**src/rtl/ah_credit_pkg.sv**
```systemverilog
// Shared types and constants for the AH credit transmitter and its 2-entry buffer.
package ah_credit_pkg;

  localparam int FLIT_W      = 110;
  localparam int CREDITS_DEF = 32;

  typedef logic [FLIT_W-1:0] flit_t;

  // Value latched into credit_err when a credit is returned to a full counter.
  localparam logic CREDIT_ERR_OVF = 1'b1;

  function automatic int cnt_width(input int credits);
    return $clog2(credits + 1);
  endfunction

endpackage

```
**src/rtl/ah_skid_buf2.sv**
```systemverilog
// Two-entry in-order buffer with push/pop and occupancy; push and pop may share an edge.
module ah_skid_buf2 #(
  parameter int WIDTH = 110
) (
  input  logic             clk,
  input  logic             rstn,
  input  logic [WIDTH-1:0] push_data,
  input  logic             push,
  input  logic             pop,
  output logic [WIDTH-1:0] head,
  output logic [1:0]       occ
);

  logic [WIDTH-1:0] mem [2];
  logic             wr_ptr;
  logic             rd_ptr;
  logic [1:0]       occ_q;

  // The owner gates push with occ<2 and pop with occ>0; no internal protection.
  always_ff @(posedge clk or posedge rstn) begin
    if (rstn) begin
      mem[0] <= '0;
      mem[1] <= '0;
      wr_ptr <= 1'b0;
      rd_ptr <= 1'b0;
      occ_q  <= 2'd0;
    end else begin
      if (push) begin
        mem[wr_ptr] <= push_data;
        wr_ptr      <= ~wr_ptr;
      end
      if (pop) rd_ptr <= ~rd_ptr;
      case ({push, pop})
        2'b10:   occ_q <= occ_q + 2'd1;
        2'b01:   occ_q <= occ_q - 2'd1;
        default: occ_q <= occ_q;
      endcase
    end
  end

  assign head = mem[rd_ptr];
  assign occ  = occ_q;

endmodule

```
**src/rtl/ah_credit_tx.sv**
```systemverilog
// Credit-based transmitter feeding the AH snoopable FIFO: buffers up to 2 flits, sends one per held credit.
module ah_credit_tx
  import ah_credit_pkg::*;
#(
  parameter  int WIDTH   = FLIT_W,
  parameter  int CREDITS = CREDITS_DEF,
  localparam int CNT_W   = cnt_width(CREDITS)
) (
  input  logic             clk,
  input  logic             rstn,
  input  logic [WIDTH-1:0] in_data,
  input  logic             in_valid,
  output logic             in_ready,
  output logic [WIDTH-1:0] wdata,
  output logic             wvalid,
  input  logic             wcredit,
  output logic [CNT_W-1:0] credit_cnt,
  output logic             credit_err,
  output logic             idle
);

  localparam logic [CNT_W-1:0] CNT_MAX = CNT_W'(CREDITS);
  localparam logic [CNT_W-1:0] CNT_ONE = CNT_W'(1);

  logic [WIDTH-1:0] head;
  logic [1:0]       occ;
  logic             push;
  logic             send;
  logic [CNT_W-1:0] cnt_q;
  logic             err_q;

  // Handshake: a flit transfers on an edge where in_valid && in_ready; in_ready
  // depends only on buffer occupancy, never on in_valid, and the producer must
  // hold in_data stable while in_valid is high and in_ready is low.
  assign in_ready = (occ != 2'd2);
  assign push     = in_valid & in_ready;
  // Only credits held before the edge count; a same-cycle wcredit waits a cycle.
  assign send     = (occ != 2'd0) && (cnt_q != '0);

  ah_skid_buf2 #(.WIDTH(WIDTH)) u_buf (
    .clk       (clk),
    .rstn      (rstn),
    .push_data (in_data),
    .push      (push),
    .pop       (send),
    .head      (head),
    .occ       (occ)
  );

  always_ff @(posedge clk or posedge rstn) begin
    if (rstn) begin
      wvalid <= 1'b0;
      wdata  <= '0;
      cnt_q  <= CNT_MAX;
      err_q  <= 1'b0;
    end else begin
      wvalid <= send;
      if (send) wdata <= head;
      case ({send, wcredit})
        2'b10: cnt_q <= cnt_q - CNT_ONE;
        2'b01: begin
          // A return to a full counter is a downstream protocol error; hold the count.
          if (cnt_q == CNT_MAX) err_q <= CREDIT_ERR_OVF;
          else                  cnt_q <= cnt_q + CNT_ONE;
        end
        default: cnt_q <= cnt_q;
      endcase
    end
  end

  assign credit_cnt = cnt_q;
  assign credit_err = err_q;
  assign idle       = (occ == 2'd0) && !wvalid && (cnt_q == CNT_MAX);

endmodule

```
**config.mk**
```make
export PLATFORM = sky130hd
export DESIGN_NAME = ah_credit_tx
export DESIGN_NICKNAME = d
export VERILOG_FILES = /design/src/rtl/ah_credit_pkg.sv /design/src/rtl/ah_skid_buf2.sv /design/src/rtl/ah_credit_tx.sv
export SDC_FILE = /design/constraint.sdc
export NUM_CORES = 1
export LEC_CHECK = 0
export CAP_MARGIN = 20
export CORE_MARGIN = 2
export CORE_UTILIZATION = 57
export DETAILED_ROUTE_END_ITERATION = 16
export GPL_ROUTABILITY_DRIVEN = 0
export GPL_TIMING_DRIVEN = 0
export PLACE_DENSITY = 0.82
export SKIP_LAST_GASP = 1
export SLEW_MARGIN = 20
export SYNTH_ARGS = -nofsm -noshare
export SYNTH_HDL_FRONTEND = slang
export SYNTH_SLANG_ARGS = --single-unit
```
**constraint.sdc**
```tcl
create_clock -name clk -period 22.9 [get_ports clk]
set_input_delay 6.87 -clock clk [delete_from_list [all_inputs] [get_ports clk]]
set_output_delay 6.87 -clock clk [all_outputs]
set_load 0.05 [all_outputs]
```
==> results.md <==
- Sequential share of the synthesized area: 62.1%
- Total leakage power: 7.71 nW
- Clk buf depth: 3
- Clk_skew: 0.00882 ns
- Top cells by area, synth: dfrtp_1 (62%), mux2_2 (18%), mux2i_1 (8.1%)
- Synth Net Count: 1127
- Worst path bufs/invs: 2
- Most frequent cells in the layout: dfrtp_1 (341), clkdlybuf4s50_1 (233), mux2_2 (220)
- Final Hold Viols: 0
- CTS HTree Levels: 2
- Io pins: 234
- Initial antenna violation count: 2
- # port buffers: 233
- Hold_buf cts: 0
- Crit path max-delay cell type: clkdlybuf4s50_1
- Wire per inst: 19.2 um
- Hold Crit Start: wdata[89]
- Routed Antenna Nets: 0
- Crit Path Max Fanout: 6
- Area post-placement: 0.0166 mm2
- Cells on worst reg2reg path: 12
- Netlist cell types: 36
- RSZ-0062 raised after global routing: false
- Post_cts resized: 0
- Residual DRC: 0
- Final hold slack: 0.475 ns
- Total Routing Usage GR: 24.9%
- Number of enable flip-flop cells after synthesis: 0
- Share of cells above drive strength 1: 22.5%
- CP max stage delay: 0.87 ns
- Worst setup margin: 13.21 ns
- Crit-path cells: or4_1 -> buf_2 -> nor4_1 -> clkdlybuf4s50_1
- DIE AREA: 0.0254 mm2
- Worst hold path stage count: 2
- CP Launch Type: flip-flop
- Router iterations before antenna repair: 4
- Worst hold path type: reg -> reg
- Worst vdd ir: 109 uV
- Final HPWL DP: 20800 um
- CTS tree: yes
- Pwr dens: 173 mW/mm2
- Highest Clock Rate: 103 MHz
- Kind of cell adding the most delay to the critical path: buffers and inverters
- Die Y: 160 um
- Place WS: 13.42 ns
- Post-synthesis cell count: 1007
- Worst Path Required: 16.03 ns
- Vias in the first global route: 9503
- 1st-iter DRT viols: 462
- Total Wirelength: 31300 um
- Mean post-synth cell area: 13.7 um2
- CTS buffer count: 35
- Design Power: 3.08 mW
- Ys flop type: dfrtp_1
- Worst path arrival time: 2.82 ns
- GRT overflow: 0
- Tcrit/Tclk final: 42.3%
- Outcome: completed
- Die width: 160 um
- Critical path endpoint category: primary output
- Slew at the pin closest to its max-slew limit: 0.914 ns
- Reg-to-reg critical path startpoint: credit_cnt[0]
- Initial core utilization: 58.4%
- WS Path Type: reg -> out
- Cell Area, Synth: 0.0138 mm2
- Area Overhead vs Synth: 28.9%
- Setup TNS: 0 ns
- Nets: 1400
- Reg clk slew, reported paths: 0.06 ns
- Root buffer cell: clkbuf_16
- Row cnt: 56
- Via count: 8955
- Area share of the largest cell type after synthesis: 61.9%
- Worst-Skew Late Latency: 0.50 ns
- Core area: 0.0236 mm2
- CTS sink cnt: 342
- Worst Hold End: wdata[89]
- Final worst path period need: 9.69 ns
- RR Endpoint: credit_cnt[5]
- Synth Register Bits: 342
- Finished layout cell area: 0.0178 mm2
- Largest net degree at the start of global routing: 112
- Synthesis Warnings: 0
- Slew headroom: 37.5%
- Post-DR vias/cell: 5.51
- Global-route wire length before repair: 50500 um
- Max-slew violation count: 0
- Finish-stage setup viols: 0
- Flop2flop setup slack: 18.26 ns
- Synth async-reset ratio: 100%
- Post-CTS Setup Inserts: 0
- Most common cell after layout, fill and taps aside: dfrtp_1
- Max cap viols: 0
- Post-synth top area cell: dfrtp_1
==> routing by layer <==
metal	track usage (%)	vias to the layer above	share of wire, %
met5	0	-	0
met2	42.6	219	50
li1	-	4071	-
met3	5.21	48	5.7
met4	6.90	0	2.1
met1	32.5	4617	42
==> power by group <==
group	internal (mW)	switching, mW
sequential	0.926	0.174
clock	0.339	0.226
combinational	0.590	0.828
==> metrics by stage <==
stage	utilization (%)	cells
after floorplan	-	1007
final	75.2	1626
after detailed placement	70.3	1562
after global placement	69.9	1559
after CTS	75.2	1624
after global routing	75.2	1624
==> cells in the mapped netlist, types with 2 or more instances <==
cell,instances
mux2i_1,111
ha_1,5
o21ai_0,110
nand2_1,115
xnor2_1,6
xor2_1,2
inv_1,3
dfrtp_1,341
mux2_1,4
nor2_1,2
a21oi_1,3
a21o_1,2
and3_1,2
buf_2,10
clkbuf_1,51
mux2_2,220
==> state kept, by name, indices dropped and copies added, names as in the netlist <==
name and cells:
u_buf.occ 2, wvalid 1, u_buf.rd_ptr 1, wdata 110, u_buf.mem 220, credit_err 1, credit_cnt 6, u_buf.wr_ptr 1
==> area by class of cell <==
class                      instances  area (um2)
sequential                       342        8560
tap                              319         399
timing repair buffer             236        2410
inverter                           4        22.5
buffer                            62         253
multi-input combinational        599        4960
antenna                            2        5.00
clock inverter                     7        62.6
fill                            1568        5850
clock buffer                      55        1090
==> kinds of logic after synthesis <==
| family | count (synthesis) | share of synthesized area (%) |
|---|---|---|
| adders and majority gates | 6 | 0.599 |
| AOI/OAI and AO/OA | 123 | 4.85 |
| and+or+nand+nor | 127 | 3.65 |
| buffers and inverters | 66 | 1.94 |
| xor gates and xnor gates | 8 | 0.508 |
| muxes | 335 | 26.4 |
| DFF | 342 | 62.1 |
==> tightest hold or removal path: cells and delay by family (launching register included) <==
family | cells | cell delay [ns]
flip-flops | 1 | 0.34
AO/OA/AOI/OAI | 1 | 0.06
AND/OR/NAND/NOR | 1 | 0.04
==> worst max path at each step <==
stage | startpoint | end | slack (ns) | cells after the start
final | credit_cnt[0] | idle | 13.21 | 4
after global routing | credit_cnt[0] | idle | 13.11 | 4
after CTS | credit_cnt[0] | idle | 13.20 | 4
after detailed placement | wcredit | credit_cnt[5] | 13.42 | 7
after global placement | rstn | wdata[2] | 2.83 | 2
after floorplan | rstn | credit_cnt[0] | 6.55 | 1
Power figures use the tool's default switching activity.
